File: src/rtl/device_hub_pkg.sv
// device_hub_pkg: shared state type for the device hub
package device_hub_pkg;
  typedef enum logic [1:0] {S_MANUAL, S_IDLE, S_HOLD, S_TRACK} hub_state_t;
endpackage

File: src/rtl/activity_detector.sv
// activity_detector: remembers a channel's last sampled payload and flags changes
module activity_detector #(
  parameter int W = 8
) (
  input  logic         clk,
  input  logic         rst,
  input  logic [W-1:0] data,
  input  logic         valid,
  output logic         act
);
  logic [W-1:0] last;
  always_ff @(posedge clk) last <= rst ? '0 : valid ? data : last;
  assign act = valid && (data != last);
endmodule

File: src/rtl/device_hub.sv
// device_hub: routes one of N_CH device payloads to the display, manually or by latest activity
module device_hub
  import device_hub_pkg::*;
#(
  parameter int N_CH        = 4,
  parameter int W           = 8,
  parameter int HOLD_CYCLES = 50_000_000,
  parameter int IDLE_CYCLES = 250_000_000,
  parameter int SELW        = $clog2(N_CH)
) (
  input  logic              i_clk,
  input  logic              i_reset,
  input  logic [N_CH*W-1:0] i_data,
  input  logic [N_CH-1:0]   i_valid,
  input  logic              i_mode,
  input  logic [SELW-1:0]   i_sel,
  input  logic [W-1:0]      i_default,
  output logic [W-1:0]      o_data,
  output logic [SELW-1:0]   o_active_ch,
  output logic              o_idle,
  output logic              o_switch
);
  localparam int HW = HOLD_CYCLES > 0 ? $clog2(HOLD_CYCLES + 1) : 1;
  localparam int IW = IDLE_CYCLES > 0 ? $clog2(IDLE_CYCLES + 1) : 1;
  localparam logic [HW-1:0] HOLD_LAST = HW'(HOLD_CYCLES > 0 ? HOLD_CYCLES - 1 : 0);
  localparam logic [IW-1:0] IDLE_LAST = IW'(IDLE_CYCLES > 0 ? IDLE_CYCLES - 1 : 0);
  localparam hub_state_t AFTER_SWITCH = HOLD_CYCLES == 0 ? S_TRACK : S_HOLD;
  hub_state_t state, state_nxt;
  logic [N_CH-1:0] act;
  logic [W-1:0] chan [N_CH];
  logic [SELW-1:0] low, ch_nxt;
  logic [HW-1:0] hold_cnt, hold_nxt;
  logic [IW-1:0] idle_cnt, idle_nxt, idle_inc;
  logic [W-1:0] data_nxt;
  logic idle_o_nxt, switch_nxt, any_act, cur_act, sel_ok, hold_done, idle_done;
  for (genvar k = 0; k < N_CH; k++) begin : g_det
    assign chan[k] = i_data[k*W +: W];
    activity_detector #(.W(W)) u_det (
      .clk  (i_clk),
      .rst  (i_reset),
      .data (chan[k]),
      .valid(i_valid[k]),
      .act  (act[k])
    );
  end
  always_comb begin
    low = '0;
    for (int k = N_CH - 1; k >= 0; k--) if (act[k]) low = SELW'(k);
  end
  assign any_act   = |act;
  assign cur_act   = act[o_active_ch];
  assign sel_ok    = int'(i_sel) < N_CH;
  assign hold_done = hold_cnt == HOLD_LAST;
  assign idle_done = IDLE_CYCLES != 0 && idle_cnt == IDLE_LAST && !cur_act;
  assign idle_inc  = cur_act ? '0 : idle_cnt == IDLE_LAST ? idle_cnt : idle_cnt + 1'b1;
  always_comb begin
    state_nxt  = state;
    ch_nxt     = o_active_ch;
    hold_nxt   = '0;
    idle_nxt   = '0;
    idle_o_nxt = 1'b1;
    switch_nxt = 1'b0;
    if (!i_mode) begin
      state_nxt  = S_MANUAL;
      ch_nxt     = sel_ok ? i_sel : o_active_ch;
      idle_o_nxt = !sel_ok;
    end else begin
      case (state)
        S_MANUAL: state_nxt = S_IDLE;
        S_IDLE: if (any_act) begin
          state_nxt  = AFTER_SWITCH;
          ch_nxt     = low;
          idle_o_nxt = 1'b0;
          switch_nxt = 1'b1;
        end
        S_HOLD: if (idle_done) state_nxt = S_IDLE;
        else begin
          idle_o_nxt = 1'b0;
          idle_nxt   = idle_inc;
          hold_nxt   = hold_cnt + 1'b1;
          state_nxt  = hold_done ? S_TRACK : S_HOLD;
        end
        S_TRACK: if (idle_done) state_nxt = S_IDLE;
        else begin
          idle_o_nxt = 1'b0;
          if (!cur_act && any_act) begin
            ch_nxt     = low;
            switch_nxt = 1'b1;
            state_nxt  = AFTER_SWITCH;
          end else idle_nxt = idle_inc;
        end
        default: state_nxt = S_IDLE;
      endcase
    end
    data_nxt = idle_o_nxt ? i_default : chan[ch_nxt];
  end
  always_ff @(posedge i_clk) begin
    if (i_reset) begin
      state       <= S_IDLE;
      hold_cnt    <= '0;
      idle_cnt    <= '0;
      o_data      <= '0;
      o_active_ch <= '0;
      o_idle      <= 1'b1;
      o_switch    <= 1'b0;
    end else begin
      state       <= state_nxt;
      hold_cnt    <= hold_nxt;
      idle_cnt    <= idle_nxt;
      o_data      <= data_nxt;
      o_active_ch <= ch_nxt;
      o_idle      <= idle_o_nxt;
      o_switch    <= switch_nxt;
    end
  end
endmodule
File: config.mk
export PLATFORM = sky130hd
export DESIGN_NAME = device_hub
export DESIGN_NICKNAME = d
export VERILOG_FILES = /design/src/rtl/device_hub_pkg.sv /design/src/rtl/activity_detector.sv /design/src/rtl/device_hub.sv
export SDC_FILE = /design/constraint.sdc
export NUM_CORES = 1
export LEC_CHECK = 0
export CELL_PAD_IN_SITES_DETAIL_PLACEMENT = 1
export CELL_PAD_IN_SITES_GLOBAL_PLACEMENT = 1
export CORE_MARGIN = 2
export CORE_UTILIZATION = 38
export DETAILED_ROUTE_END_ITERATION = 8
export GPL_TIMING_DRIVEN = 0
export PLACE_DENSITY_LB_ADDON = 0.1
export SLEW_MARGIN = 20
export SYNTH_ARGS = -nofsm -noshare
export SYNTH_HDL_FRONTEND = slang
export SYNTH_SLANG_ARGS = --single-unit
File: constraint.sdc
create_clock -name i_clk -period 2.6 [get_ports i_clk]
set_input_delay 0.26 -clock i_clk [delete_from_list [all_inputs] [get_ports i_clk]]
set_output_delay 0.26 -clock i_clk [all_outputs]
set_load 0.005 [all_outputs]
# --- After elaboration in Yosys (flattened, before gate mapping) ---
# Index checks and enable logic that the tools add are counted.
totals:
  reg_bits: 100
  inputBits: 49
  output_inout_bits: 12
classes:
  n_addsub: 2
  magnitude_cmp: 2
  n_eq_ne: 13
  n_mux: 36
  n_bitwise: 3
  reduce_logical: 14
ops:
  columns: ["op", "count"]
  rows:
  - ["two-way mux 28 bit", 5]
  - ["case mux 28 bit (2 select lines)", 1]
  - ["!= test 8 bit", 4]
  - ["adder 28 x 1 -> 28 bit (second input constant)", 1]
  - ["== test 28 bit (second input constant)", 1]
  - ["adder 26 x 1 -> 26 bit (second input constant)", 1]
  - ["== test 26 bit (second input constant)", 1]
  - ["two-way mux 2 bit", 12]
  - ["two-way mux 8 bit", 3]
  - ["binary-select mux 8 bit (select 2 bit)", 1]
  - ["two-way mux 1 bit", 9]
  - ["case mux 2 bit (4 select lines)", 1]
  - ["OR reduction 4 bit", 2]
  - ["logical AND 1 bit", 6]
  - ["!= test 3 bit (second input constant)", 2]
  - ["== test 2 bit (second input constant)", 2]
  - ["!= test 4 bit (second input constant)", 1]
  - ["case mux 1 bit (2 select lines)", 2]
  - ["case mux 2 bit (2 select lines)", 1]
  - ["AND reduction 2 bit", 2]
  - ["OR reduction 2 bit", 2]
  - ["greater-or-equal comparator 3 bit (second input constant)", 1]
  - ["< comparator 2 x 3 -> 1 bit (second input constant)", 1]
  - ["NOT 2 -> 3 bit", 1]
  - ["6 further kinds", 7]

# --- Depth between registers and ports, before layout ---
# Gate-level depths: netlist of the first run.
logic_depth:
  word_depth: 15
  ltp_mapped: 11
  mapped_depth_nobuf: 10

# --- Cells and area by module ---
# Synthesis of the first run repeated with hierarchy kept, for this count alone.
unflattened:
  cells_unflattened: 510
  area_unflattened_um2: 4669.5
modules_own_cells:
  columns: ["module", "n_inst", "cells_each", "area_each_um2", "seq_area_each_um2"]
  rows:
  - ["device_hub", 1, 362, 3183.1, 1361.3]
  - ["activity_detector", 4, 37, 371.6, 160.2]

# --- Worst setup path before layout of the first run ---
# OpenSTA, ideal clock, no wires.
synth_timing:
  path_type: "register to register"
  start: "reg idle_cnt[0]"
  end: "reg o_data[0]"
  arrival_time_ns: 2.465
  required_time_ns: 2.472
  path_slack_ns: 0.007
  stages_incl_launch_ff: 12
  synth_period_minus_slack_ns: 2.593
  cell_sequence: "dfxtp_1 ha_1 and4_4 nand4_4 nor4_1 a31oi_1 o21ba_2 o311ai_2 buf_6 buf_6 mux2i_1 o221ai_2"
synth_between:
  elab_chain_cells: 10
  elab_cells_between_ends: 13
synth_lines:
  columns: ["item", "line", "rtl"]
  rows:
  - ["from (decl)", "device_hub.sv:33", "logic [IW-1:0] idle_cnt, idle_nxt, idle_inc;"]
  - ["from (signal assigned)", "device_hub.sv:109", "idle_cnt <= idle_nxt;"]
  - ["== test 28 bit *", "device_hub.sv:54", "assign idle_done = IDLE_CYCLES != 0 && idle_cnt == IDLE_LAST && !cur_act;"]
  - ["logical AND 1 bit *", "device_hub.sv:54", null]
  - ["two-way mux 2 bit", "device_hub.sv:83", "S_TRACK: if (idle_done) state_nxt = S_IDLE;"]
  - ["case mux 2 bit (2 select lines)", "device_hub.sv:68", "case (state)"]
  - ["two-way mux 2 bit", "device_hub.sv:63", "if (!i_mode) begin"]
  - ["NOT 2 -> 3 bit (not written as such)", "device_hub.sv:95", "data_nxt = idle_o_nxt ? i_default : chan[ch_nxt];"]
  - ["binary-select mux 8 bit (select 2 bit)", "device_hub.sv:95", null]
  - ["two-way mux 8 bit (not written as such) (2 in a row)", "device_hub.sv:95", null]
  - ["two-way mux 8 bit *", "device_hub.sv:95", null]
  - ["to (signal assigned)", "device_hub.sv:110", "o_data <= data_nxt;"]
  - ["to (decl)", "device_hub.sv:18", "output logic [W-1:0] o_data,"]
# Mark *: on every way between the ends. The rest lies on a longest branch, timed or not. The select of a mux whose other input is x is not followed.
# A chain may end at the register's enable or synchronous reset.

# --- Final worst setup path of the first run ---
layout_timing:
  start: "in i_data[4]"
  end: "reg o_data[0]"
layout_between:
  elab_chain_cells: 15
  elab_cells_between_ends: 23
layout_lines:
  columns: ["item", "line", "rtl"]
  rows:
  - ["from (decl)", "device_hub.sv:13", "input logic [N_CH*W-1:0] i_data,"]
  - ["!= test 8 bit *", "activity_detector.sv:13", "assign act = valid && (data != last);"]
  - ["logical AND 1 bit *", "activity_detector.sv:13", null]
  - ["binary-select mux 1 bit (select 2 bit)", "device_hub.sv:51", "assign cur_act = act[o_active_ch];"]
  - ["two-way mux 1 bit (not written as such)", "device_hub.sv:51", null]
  - ["logical NOT 1 bit", "device_hub.sv:54, device_hub.sv:86", null]
  - ["logical AND 1 bit", "device_hub.sv:86", "if (!cur_act && any_act) begin"]
  - ["two-way mux 2 bit", "device_hub.sv:86", null]
  - ["two-way mux 2 bit", "device_hub.sv:83", null]
  - ["case mux 2 bit (2 select lines)", "device_hub.sv:68", null]
  - ["two-way mux 2 bit", "device_hub.sv:63", null]
  - ["NOT 2 -> 3 bit (not written as such)", "device_hub.sv:95", null]
  - ["binary-select mux 8 bit (select 2 bit)", "device_hub.sv:95", null]
  - ["two-way mux 8 bit (not written as such) (2 in a row)", "device_hub.sv:95", null]
  - ["two-way mux 8 bit *", "device_hub.sv:95", null]
# Marks and branches as above.

==> flow_summary_export.csv, run 1 <==
group,metric,value,unit
run_status,run_status,"complete, but fails checks",
run_status,violations,"setup timing",
pwr,combPwrFrac,0.152,
clock_network,cts-htree-levels,3,
yosys,syn_area,4763,um2
grt,antenna_violations_before_repair,0,
grt,track_usage,0.2026,
pwr,power_leakage,2.304,nW
critical_path,crit_fanout,6,
floorplanning,pin_count,61,
clock_network,cts-buffers-inserted,9,
yosys,synthesis_warning_total,0,
critical_path,critical-path-max-stage-delay,0.56,ns
yosys,postSynthCellCount,522,
yosys,number_of_enable_type_register_cells_in_the_synthesized_netlist,0,
place,detailedPlace.worstSlack,-0.8718,ns
cells_and_area,layout-drive-gt1-share,0.1691,
yosys,ys_types,46,
routing,drt-pass1-iter-count,4,
cells_and_area,finalNetCount,661,
cells_and_area,layout-area-overhead-vs-synth,33.36,%
yosys,synth_top_area_frac,0.4203,
floorplanning,die_height,116.0,um
critical_path,path_cells,"clkdlybuf4s50_1 > xnor2_1 > nand4_1 > o21ai_2 > nand4_1 > nand2_1 > o21ba_4 > o311ai_4 > buf_6 > buf_4 > mux2i_2 > o221ai_2",
timing,worst_slew_pin_slew,0.5884,ns
timing,period_share,1.029,
critical_path,timing.rr.start,"g_det[2].u_det.last[4]",
pwr,design_power_total,3.437,mW
routing,final_antenna_net_count,0,
timing,slew_headroom,0.6077,
flow_run,drv_cap,0,
yosys,netlist_top_cells_area,"sky130_fd_sc_hd__dfxtp_1 (42%), sky130_fd_sc_hd__mux2i_1 (10%), sky130_fd_sc_hd__xnor2_1 (8.6%)",
grt,grt_max_degree,17,
clock_network,cts.hold.buffers_added,0,
cells_and_area,final_area,6352,um2
cells_and_area,finalNonFillerCells,783,
critical_path,critical_path_required,2.84,ns
pwr,vdd_ir_drop_max,351.2,uV
pwr,netSwitchingFraction,0.2527,
pwr,reg_power_frac,0.471,
clock_network,clk_latency,0.35,ns
yosys,post_synth_arst_share,0,
timing,unrepaired_setup_endpoints_after_global_routing,"true",
floorplanning,initial_utilization,0.3933,
critical_path,crit_path_end_kind,"register",
place,place_inst,746,
place,dp_hpwl,9159,um
routing,vias_per_cell,5.043,
timing,final_hold_viol_count,0,
yosys,synth_top_area_cell,"sky130_fd_sc_hd__dfxtp_1",
critical_path,timing.critical_path.slowest_stage_cell,"sky130_fd_sc_hd__clkdlybuf4s50_1",
routing,wirelength,12950,um
clock_network,clk_transition_reported_paths,0.07,ns
clock_network,cts_root_buffer,"sky130_fd_sc_hd__clkbuf_16",
critical_path,cpLargestDelayFamily,"buffers and inverters",
timing,fmax,373.6,MHz
critical_path,arrival,2.91,ns
timing,worst_hold_slack,0.3082,ns
pwr,power_density,541.0,nW/um2
clock_network,cts_max_path_buffers,2,
timing,finalWorstSetupSlack,-0.07657,ns
floorplanning,core_area,12110,um2
place,dpl-instance-area,5534,um2
critical_path,setup.reg_to_reg.worst_slack,-0.02,ns
pwr,internal-power,2.568,mW
yosys,synth_sequential_area_ratio,0.4203,
grt,first_global_vias,4143,
hold_path,timing.hold.worst.class,"in -> reg",
floorplanning,die_w,116.0,um
routing,routed_length_per_placed_instance,16.54,um
floorplanning,total_die_area,13450,um2
critical_path,cp_num_buf_inv,3,
pwr,p_sw,0.8683,mW
yosys,yosysMostFrequentCell,"sky130_fd_sc_hd__nor2_1",
place,portBuffers,56,
routing,via_count,3949,
cells_and_area,num_antenna_cells,0,
grt,global_route.overflow_total,0,
critical_path,setup.worst_path.start_class,"input port",
grt,grt_pass1_wl,20980,um
routing,drt-initial-drc-count,177,
yosys,synth_flop_cell,"sky130_fd_sc_hd__dfxtp_1",
hold_path,holdCritStartpoint,"i_data[13]",
pwr,p_clk_frac,0.376,
timing,final.min_clock_period,2.677,ns
timing,fin_worst_skew,0.007594,ns
critical_path,startpoint,"i_data[4]",
yosys,ys_top_cells_by_count,"sky130_fd_sc_hd__nor2_1 (102), sky130_fd_sc_hd__dfxtp_1 (100), sky130_fd_sc_hd__mux2i_1 (48)",
yosys,yosys_register_bits,100,
routing,drt_drc_violations_left,0,
clock_network,cts_tree,"built",
floorplanning,fp-row-count,40,
place,place.gp.congestion,0.8152,
clock_network,clkSinkCount,100,
yosys,avgSynthCellArea,9.125,um2
yosys,nets_in_the_synthesized_netlist,573,
timing,timing_max_transition_violations_final,0,
timing,report.final.setup_viol,8,
critical_path,critPathMostFrequentCell,"sky130_fd_sc_hd__nand4_1",
critical_path,setup.worst_path.class,"in -> reg",
## what timing repair did
item / 4_1_cts / 5_1_grt
cloned: 1 / 0
gates resized for setup: 60 / 31
pin swaps: 16 / 8
endpoints found under the setup margin: 49 / 48
setup buffers: 12 / 8
## metal layers
layer	routed length [um]	track usage	vias to the layer above
met5	0	0	-
met4	168	0.05556	0
met3	387	0.04864	12
met2	6244	0.3279	48
met1	6154	0.2716	1922
li1	-	-	1967
## path summary, 6_finish.rpt
kind | end | cells after the start
worst max-delay path | o_data[0] | 12
worst min-delay path | g_det[1].u_det.last[5] | 3
worst max register to register | o_data[0] | 12
worst min register to register | idle_cnt[0] | 1
## flip-flops by register name, summed over array words and instances, names as in the netlist
| register | flops |
|---|---|
| hold_cnt | 26 |
| idle_cnt | 28 |
| o_switch | 1 |
| o_idle | 1 |
| o_active_ch | 2 |
| o_data | 8 |
| state | 2 |
| g_det.u_det.last | 32 |
## cells by family (layout without fill, tap and decap cells)
| logic type | after synthesis | after routing | synth area share |
|---|---|---|---|
| adders and majority gates | 2 | 2 | 0.005253 |
| buffers and inverters | 26 | 119 | 0.02732 |
| muxes | 48 | 48 | 0.1009 |
| AOI/OAI and AO/OA | 30 | 30 | 0.06094 |
| DFF | 100 | 100 | 0.4203 |
| and+or+nand+nor | 234 | 234 | 0.2346 |
| xor gates and xnor gates | 82 | 82 | 0.1508 |
## placed cells by master (no fill, tap or decap), drive strengths merged, types with 4 or more instances in the layout
| master | Yosys | routed |
|---|---|---|
| dlymetal6s2s | 0 | 7 |
| and2 | 5 | 5 |
| nor3 | 8 | 8 |
| nand2b | 4 | 4 |
| nand2 | 39 | 39 |
| o221ai | 9 | 9 |
| mux2i | 48 | 48 |
| dlygate4sd2 | 0 | 10 |
| clkdlybuf4s50 | 0 | 39 |
| nor2 | 102 | 102 |
| xor2 | 35 | 35 |
| nand3 | 23 | 23 |
| nand4 | 24 | 24 |
| o21ai | 5 | 5 |
| and3 | 14 | 14 |
| dfxtp | 100 | 100 |
| xnor2 | 47 | 47 |
| inv | 8 | 8 |
| clkbuf | 8 | 18 |
| buf | 10 | 32 |
## metrics by stage
step                TNS, ns    util
global route         -1.665  0.5245
global placement     -28.11  0.4569
CTS                       0  0.5082
floorplan                 0       -
detailed placement   -31.70  0.4569
finish              -0.4460  0.5245
## worst reg2reg max path: stages, from the launching register on
cell,delay [ns]
sky130_fd_sc_hd__dfxtp_1,0.33
sky130_fd_sc_hd__xnor2_1,0.21
sky130_fd_sc_hd__nand4_1,0.17
sky130_fd_sc_hd__o21ai_4,0.29
sky130_fd_sc_hd__buf_4,0.19
sky130_fd_sc_hd__nand2b_1,0.06
sky130_fd_sc_hd__a21oi_1,0.20
sky130_fd_sc_hd__o2111ai_2,0.18
sky130_fd_sc_hd__o311ai_4,0.12
sky130_fd_sc_hd__buf_6,0.19
sky130_fd_sc_hd__buf_4,0.16
sky130_fd_sc_hd__mux2i_2,0.26
sky130_fd_sc_hd__o221ai_2,0.11
## power by group through the flow
stage          sequential (mW)  combinational [mW]  clock [mW]
2_1_floorplan             1.65               0.234           0
3_3_place_gp              1.65               0.416           0
3_5_place_dp              1.65               0.424           0
4_1_cts                   1.62               0.487        1.34
5_1_grt                   1.62               0.565        1.41
6_report                  1.62               0.524        1.29
## area by class of cell
| type | instances | area, um2 |
|---|---|---|
| clock inverters | 5 | 36.28 |
| plain buffers | 18 | 116.4 |
| flip-flops and latches | 100 | 2018 |
| repair buffers | 77 | 743.2 |
| inverters | 8 | 30.03 |
| multi-input cells | 396 | 2945 |
| fillers | 1380 | 5759 |
| well taps | 168 | 210.2 |
| clock buffers | 11 | 252.7 |
Note: power is estimated with default switching activity, not from simulation.
==> inputs of run 2 (changes only) <==
Settings changed: MAX_ROUTING_LAYER from default to met4.
==> flow_summary_export.csv, run 2 (same netlist as run 1, synthesis figures left out) <==
group,metric,value,unit
grt,global_route.overflow_total,0,
critical_path,crit_path_end_kind,"register",
timing,report.final.setup_viol,8,
floorplanning,die_w,116.0,um
clock_network,clk_latency,0.36,ns
routing,vias_per_cell,5.060,
timing,final_hold_viol_count,0,
clock_network,cts-htree-levels,3,
cells_and_area,largest_register_ffs,32,
floorplanning,fp-row-count,40,
pwr,power_density,539.4,nW/um2
floorplanning,die_height,116.0,um
pwr,power_leakage,2.310,nW
pwr,design_power_total,3.432,mW
timing,worst_slew_pin_slew,0.5966,ns
timing,fmax,374.4,MHz
floorplanning,initial_utilization,0.3933,
timing,unrepaired_setup_endpoints_after_global_routing,"true",
cells_and_area,layout-drive-gt1-share,0.1705,
grt,grt_pass1_wl,20960,um
routing,drt_drc_violations_left,0,
clock_network,cts-buffers-inserted,9,
cells_and_area,largest_registers,"g_det.u_det.last x32, idle_cnt x28, hold_cnt x26",
timing,period_share,1.027,
cells_and_area,final_area,6362,um2
timing,final.min_clock_period,2.671,ns
clock_network,clk_transition_reported_paths,0.07,ns
routing,wirelength,12940,um
timing,timing_max_transition_violations_final,0,
floorplanning,total_die_area,13450,um2
routing,final_antenna_net_count,0,
clock_network,cts_root_buffer,"sky130_fd_sc_hd__clkbuf_16",
run_status,run_status,"complete, but fails checks",
floorplanning,core_area,12110,um2
routing,drt-initial-drc-count,157,
cells_and_area,layout-area-overhead-vs-synth,33.57,%
grt,antenna_violations_before_repair,0,
cells_and_area,finalNetCount,662,
routing,drt-pass1-iter-count,4,
run_status,violations,"setup timing",
cells_and_area,largest-register,"g_det.u_det.last",
clock_network,cts_tree,"built",
grt,grt_max_degree,17,
timing,finalWorstSetupSlack,-0.07060,ns
clock_network,cts_max_path_buffers,2,
place,dp_hpwl,9159,um
clock_network,clkSinkCount,100,
place,place.gp.congestion,0.8273,
critical_path,setup.worst_path.start_class,"input port",
routing,routed_length_per_placed_instance,16.51,um
pwr,vdd_ir_drop_max,342.2,uV
timing,slew_headroom,0.6023,
cells_and_area,layout_commonest_cell,"sky130_fd_sc_hd__nor2_1",
critical_path,setup.worst_path.class,"in -> reg",
place,portBuffers,56,
grt,first_global_vias,4138,
floorplanning,pin_count,61,
place,dpl-instance-area,5534,um2
critical_path,critical_path_required,2.84,ns
cells_and_area,most-common-layout-cells,"sky130_fd_sc_hd__nor2_1 (102), sky130_fd_sc_hd__dfxtp_1 (89), sky130_fd_sc_hd__xnor2_1 (47), sky130_fd_sc_hd__clkdlybuf4s50_1 (39), sky130_fd_sc_hd__nand2_1 (38)",
critical_path,crit_fanout,6,
critical_path,arrival,2.91,ns
hold_path,timing.hold.worst.class,"in -> reg",
routing,via_count,3967,
timing,fin_worst_skew,0.007207,ns
grt,track_usage,0.2087,
flow_run,drv_cap,0,
cells_and_area,num_antenna_cells,0,
## run 2: cell types whose count changed in the layout (fill, tap and decap cells not counted), sizes merged
cell	change
buf	+1
## run 2: layout make-up
type	instances	area, um2
clock inverter	5	36.28
timing repair buffer	78	750.7
clock buffer	11	252.7
tap	168	210.2
buffer	18	118.9
sequential	100	2018
multi-input combinational	396	2945
fill	1379	5749
inverter	8	30.03
## run 2: routing by layer
metal  global-route usage  part of all wire  wire length [um]  vias to the layer above
met5                    -                 0                 0                        -
met4              0.05556             0.013               173                        0
met3              0.04864             0.034               441                       13
met2               0.3271              0.48              6250                       56
met1               0.2719              0.47              6076                     1926
li1                     -                 -                 -                     1972
## run 2: where the power goes
part / total [mW] / switching, mW / internal, mW
logic: 0.524 / 0.239 / 0.285
clock network: 1.29 / 0.587 / 0.700
registers: 1.62 / 0.0369 / 1.58
## run 2: path summary, 6_finish.rpt
kind                                from                     end  slack, ns  depth (start not counted)
setup / recovery              i_data[14]               o_data[5]      -0.07                         13
hold / removal                i_data[13]  g_det[1].u_det.last[5]       0.30                          3
setup reg to reg  g_det[1].u_det.last[5]               o_data[5]      -0.01                         12
hold reg to reg              idle_cnt[0]             idle_cnt[0]       0.42                          1
## run 2: timing repair
action / 4_1_cts / 5_1_grt
setup buffers: 12 / 9
endpoints found under the setup margin: 49 / 48
resized for setup: 60 / 33
hold buffers: 0 / 0
pin swaps: 16 / 8
gates cloned: 1 / 0
## run 2: worst max-delay path, cell delays in order
cell	delay (ns)
sky130_fd_sc_hd__clkdlybuf4s50_1	0.56
sky130_fd_sc_hd__xnor2_1	0.14
sky130_fd_sc_hd__nand4_1	0.17
sky130_fd_sc_hd__o21ai_4	0.23
sky130_fd_sc_hd__buf_4	0.16
sky130_fd_sc_hd__nand4_1	0.13
sky130_fd_sc_hd__nand2_1	0.13
sky130_fd_sc_hd__o21ba_4	0.18
sky130_fd_sc_hd__o311ai_4	0.22
sky130_fd_sc_hd__buf_6	0.19
sky130_fd_sc_hd__buf_4	0.16
sky130_fd_sc_hd__mux2i_2	0.26
sky130_fd_sc_hd__o221ai_2	0.11
## run 2: metrics by stage
stage | instances | TNS, ns | utilization | hold slack, ns | setup WS, ns
2_1_floorplan | 522 | 0 | - | 0.3682 | 0.007417
3_3_place_gp | 746 | -28.11 | 0.4569 | 0.4401 | -0.8370
3_5_place_dp | 746 | -31.70 | 0.4569 | 0.4486 | -0.8718
4_1_cts | 775 | 0 | 0.5082 | 0.3410 | 0.002688
5_1_grt | 784 | -1.938 | 0.5253 | 0.3440 | -0.2021
6_report | 784 | -0.3995 | 0.5253 | 0.3041 | -0.07060
==> RTL change (flow settings as in run 2) <==
The 4 states of `hub_state_t` get a Gray code encoding in 2 bits.
--- a/src/rtl/device_hub_pkg.sv
+++ b/src/rtl/device_hub_pkg.sv
@@ -1,5 +1,5 @@
 // device_hub_pkg: shared state type for the device hub
 package device_hub_pkg;
-  typedef enum logic [1:0] {S_MANUAL, S_IDLE, S_HOLD, S_TRACK} hub_state_t;
+  typedef enum logic [1:0] {S_MANUAL = 2'b00, S_IDLE = 2'b01, S_HOLD = 2'b11, S_TRACK = 2'b10} hub_state_t;
 endpackage
 
Formal check against the unedited RTL: same outputs for any inputs over 4 cycles, from zero or initial values and one cycle with i_reset high; so few cycles prove little.
==> RTL change against run 2 <==
  * The flow still finishes with violations (setup timing)
  * Count of clock-buffer cells in the layout decreased by 2
  * Sequential cell count stayed put
  * Design area increased by 2.8%
  * Sequential power is essentially flat
  * Worst hold slack got worse by 0.0063 ns
  * Total power rose by 7.9%
  * Cell count up 5.5%
  * First-iteration DRC count up 60%
  * Routed wire length increased by 14%
  * Synthesized area increased by 4.2%
  * Worst setup slack worse by 0.027 ns
  * Critical path type is now reg -> reg
  * Critical endpoint is now o_data[6]$_SDFF_PP0_
==> RTL change: results (changes against run 2) <==
outcome finished with violations; placed wire-length estimate 10300 µm (+12%); vias in the first global route 4607 (+11%); critical path type reg -> reg; Skew-Pair Late Insertion Delay roughly 0.35 ns; WL final 14800 µm (+14%); Final setup viols 8 (unchanged); routability cong. 0.801 (-3.2%); leakage power total 2.39 nW (+3.6%); number of diodes 0 (unchanged); Crit Reg-Reg Endpoint o_data[6]$_SDFF_PP0_; Worst path slowest cell mux4_2; DR iter-0 viols 251 (+60%); mean number of vias per cell 5.35 (+5.6%); most common cell after layout, fill and taps aside nor2_1; largest net degree at the start of global routing 18 (+1); mux contribution to synthesized area 7.59% (-2.5 points); Seq/Total Area, Yosys 40.4% (-1.7 points); first-pass GRT wire length 23500 µm (+12%); Reg2Reg Depth 9 (-3); worst vdd ir 0.299 mV (-13%); Total GRT Usage 21.6% (+0.68 points); dpl ws -0.758 ns (+0.113 ns); R2R Path Start g_det[3].u_det.last[5]$_SDFFE_PP0P_; post-synthesis compound-gate area fraction 10.6% (+4.5 points); hold crit path type in -> reg; crit path DAT 2.94 ns (+0.03 ns); Synth top cells by count dfxtp_1 (100), nor2_1 (98), xnor2_1 (51); crit-path max FO 6 (unchanged); Port-buffer cells 58 (+3.6%); CTS max path bufs 2 (unchanged); clock skew 0.00810 ns (+0.000892 ns); library cells used by synthesis 52 (+13%); Final #Nets 705 (+6.5%); Adder-Cell Fraction of Synth Area 1.51% (+0.99 points); layout cells sized above 1 16.9% (-0.099 points); Fin Setup TNS -0.483 ns (-0.0832 ns); post-synthesis xor/xnor area fraction 14.3% (-0.78 points); Area contributors post-synth dfxtp_1 (40%), xnor2_1 (9.0%), nor2_1 (7.4%); initial antenna violation count 0 (unchanged); Synthesized Nets 614 (+7.2%); failing checks setup timing; Final WS setup -0.0977 ns (-0.0271 ns); Tightest Pin Transition 0.611 ns (+0.0139 ns)
RTL change: cell type report:
type / count / area, µm²
sequential: 100 / 2020
tap: 172 / 215
fill: 1476 / 6130
inverter: 7 / 26.3
timing repair buffer: 83 / 747
multi-input combinational: 429 / 3090
buffer: 20 / 116
clock buffer: 9 / 225
clock inverter: 7 / 100
RTL change: critical path: cells and delay by family, from the launching register on:
kind / cells / cell delay [ns]
xor+xnor: 1 / 0.11
simple gates: 1 / 0.23
buf+inv: 1 / 0.15
mux: 1 / 0.57
flops: 1 / 0.35
compound gates: 5 / 1.19
RTL change: cell families (layout without fill, tap and decap cells):
| kind of cell | after synthesis | count (layout) |
|---|---|---|
| xor+xnor | 81 | 81 |
| compound gates | 74 | 74 |
| flops | 100 | 100 |
| fa+ha+maj | 6 | 6 |
| simple gates | 233 | 233 |
| mux | 35 | 35 |
| buf+inv | 30 | 126 |
RTL change: timing repair:
action                                 CTS  global route
gates resized for setup                 71            51
endpoints found under the hold margin    0             0
setup buffers                           14            10
pin swaps                               25            26
cloned                                   1             0
setup endpoints to repair               51            50
RTL change: power breakdown:
group | leakage [nW] | internal, W | total, W | switching, W
Clock | 0.160 | 0.000851 | 0.00148 | 0.000626
Sequential | 0.821 | 0.00159 | 0.00162 | 0.0000377
Combinational | 1.41 | 0.000289 | 0.000602 | 0.000313
Total | 2.39 | 0.00273 | 0.00370 | 0.000976
RTL change: worst min-delay path by stage:
stage	start	to	slack [ns]	cells after the start
floorplan	i_default[0]	o_data[0]$_SDFF_PP0_	0.39	1
CTS	i_valid[0]	g_det[0].u_det.last[1]$_SDFFE_PP0P_	0.34	3
global placement	hold_cnt[0]$_SDFF_PP0_	hold_cnt[0]$_SDFF_PP0_	0.44	1
finish	i_data[12]	g_det[1].u_det.last[4]$_SDFFE_PP0P_	0.30	3
global route	i_data[12]	g_det[1].u_det.last[4]$_SDFFE_PP0P_	0.31	3
detailed placement	hold_cnt[0]$_SDFF_PP0_	hold_cnt[0]$_SDFF_PP0_	0.45	1
RTL change: metrics by stage:
stage | hold WS [ns] | util (%) | instances | instance area [µm²]
2_1_floorplan | 0.386 | - | 559 | 4960
3_3_place_gp | 0.443 | 45.4 | 789 | 5760
3_5_place_dp | 0.451 | 45.4 | 789 | 5760
4_1_cts | 0.343 | 49.9 | 820 | 6330
5_1_grt | 0.309 | 51.6 | 827 | 6540
6_report | 0.298 | 51.6 | 827 | 6540
RTL change: routing by layer:
layer | vias to the layer above | global-route usage (%) | wire length [µm]
met5 | - | - | 0
met4 | 0 | 7.98 | 356
met3 | 25 | 3.14 | 472
met2 | 81 | 37.2 | 7550
met1 | 2159 | 25.4 | 6400
li1 | 2156 | - | -
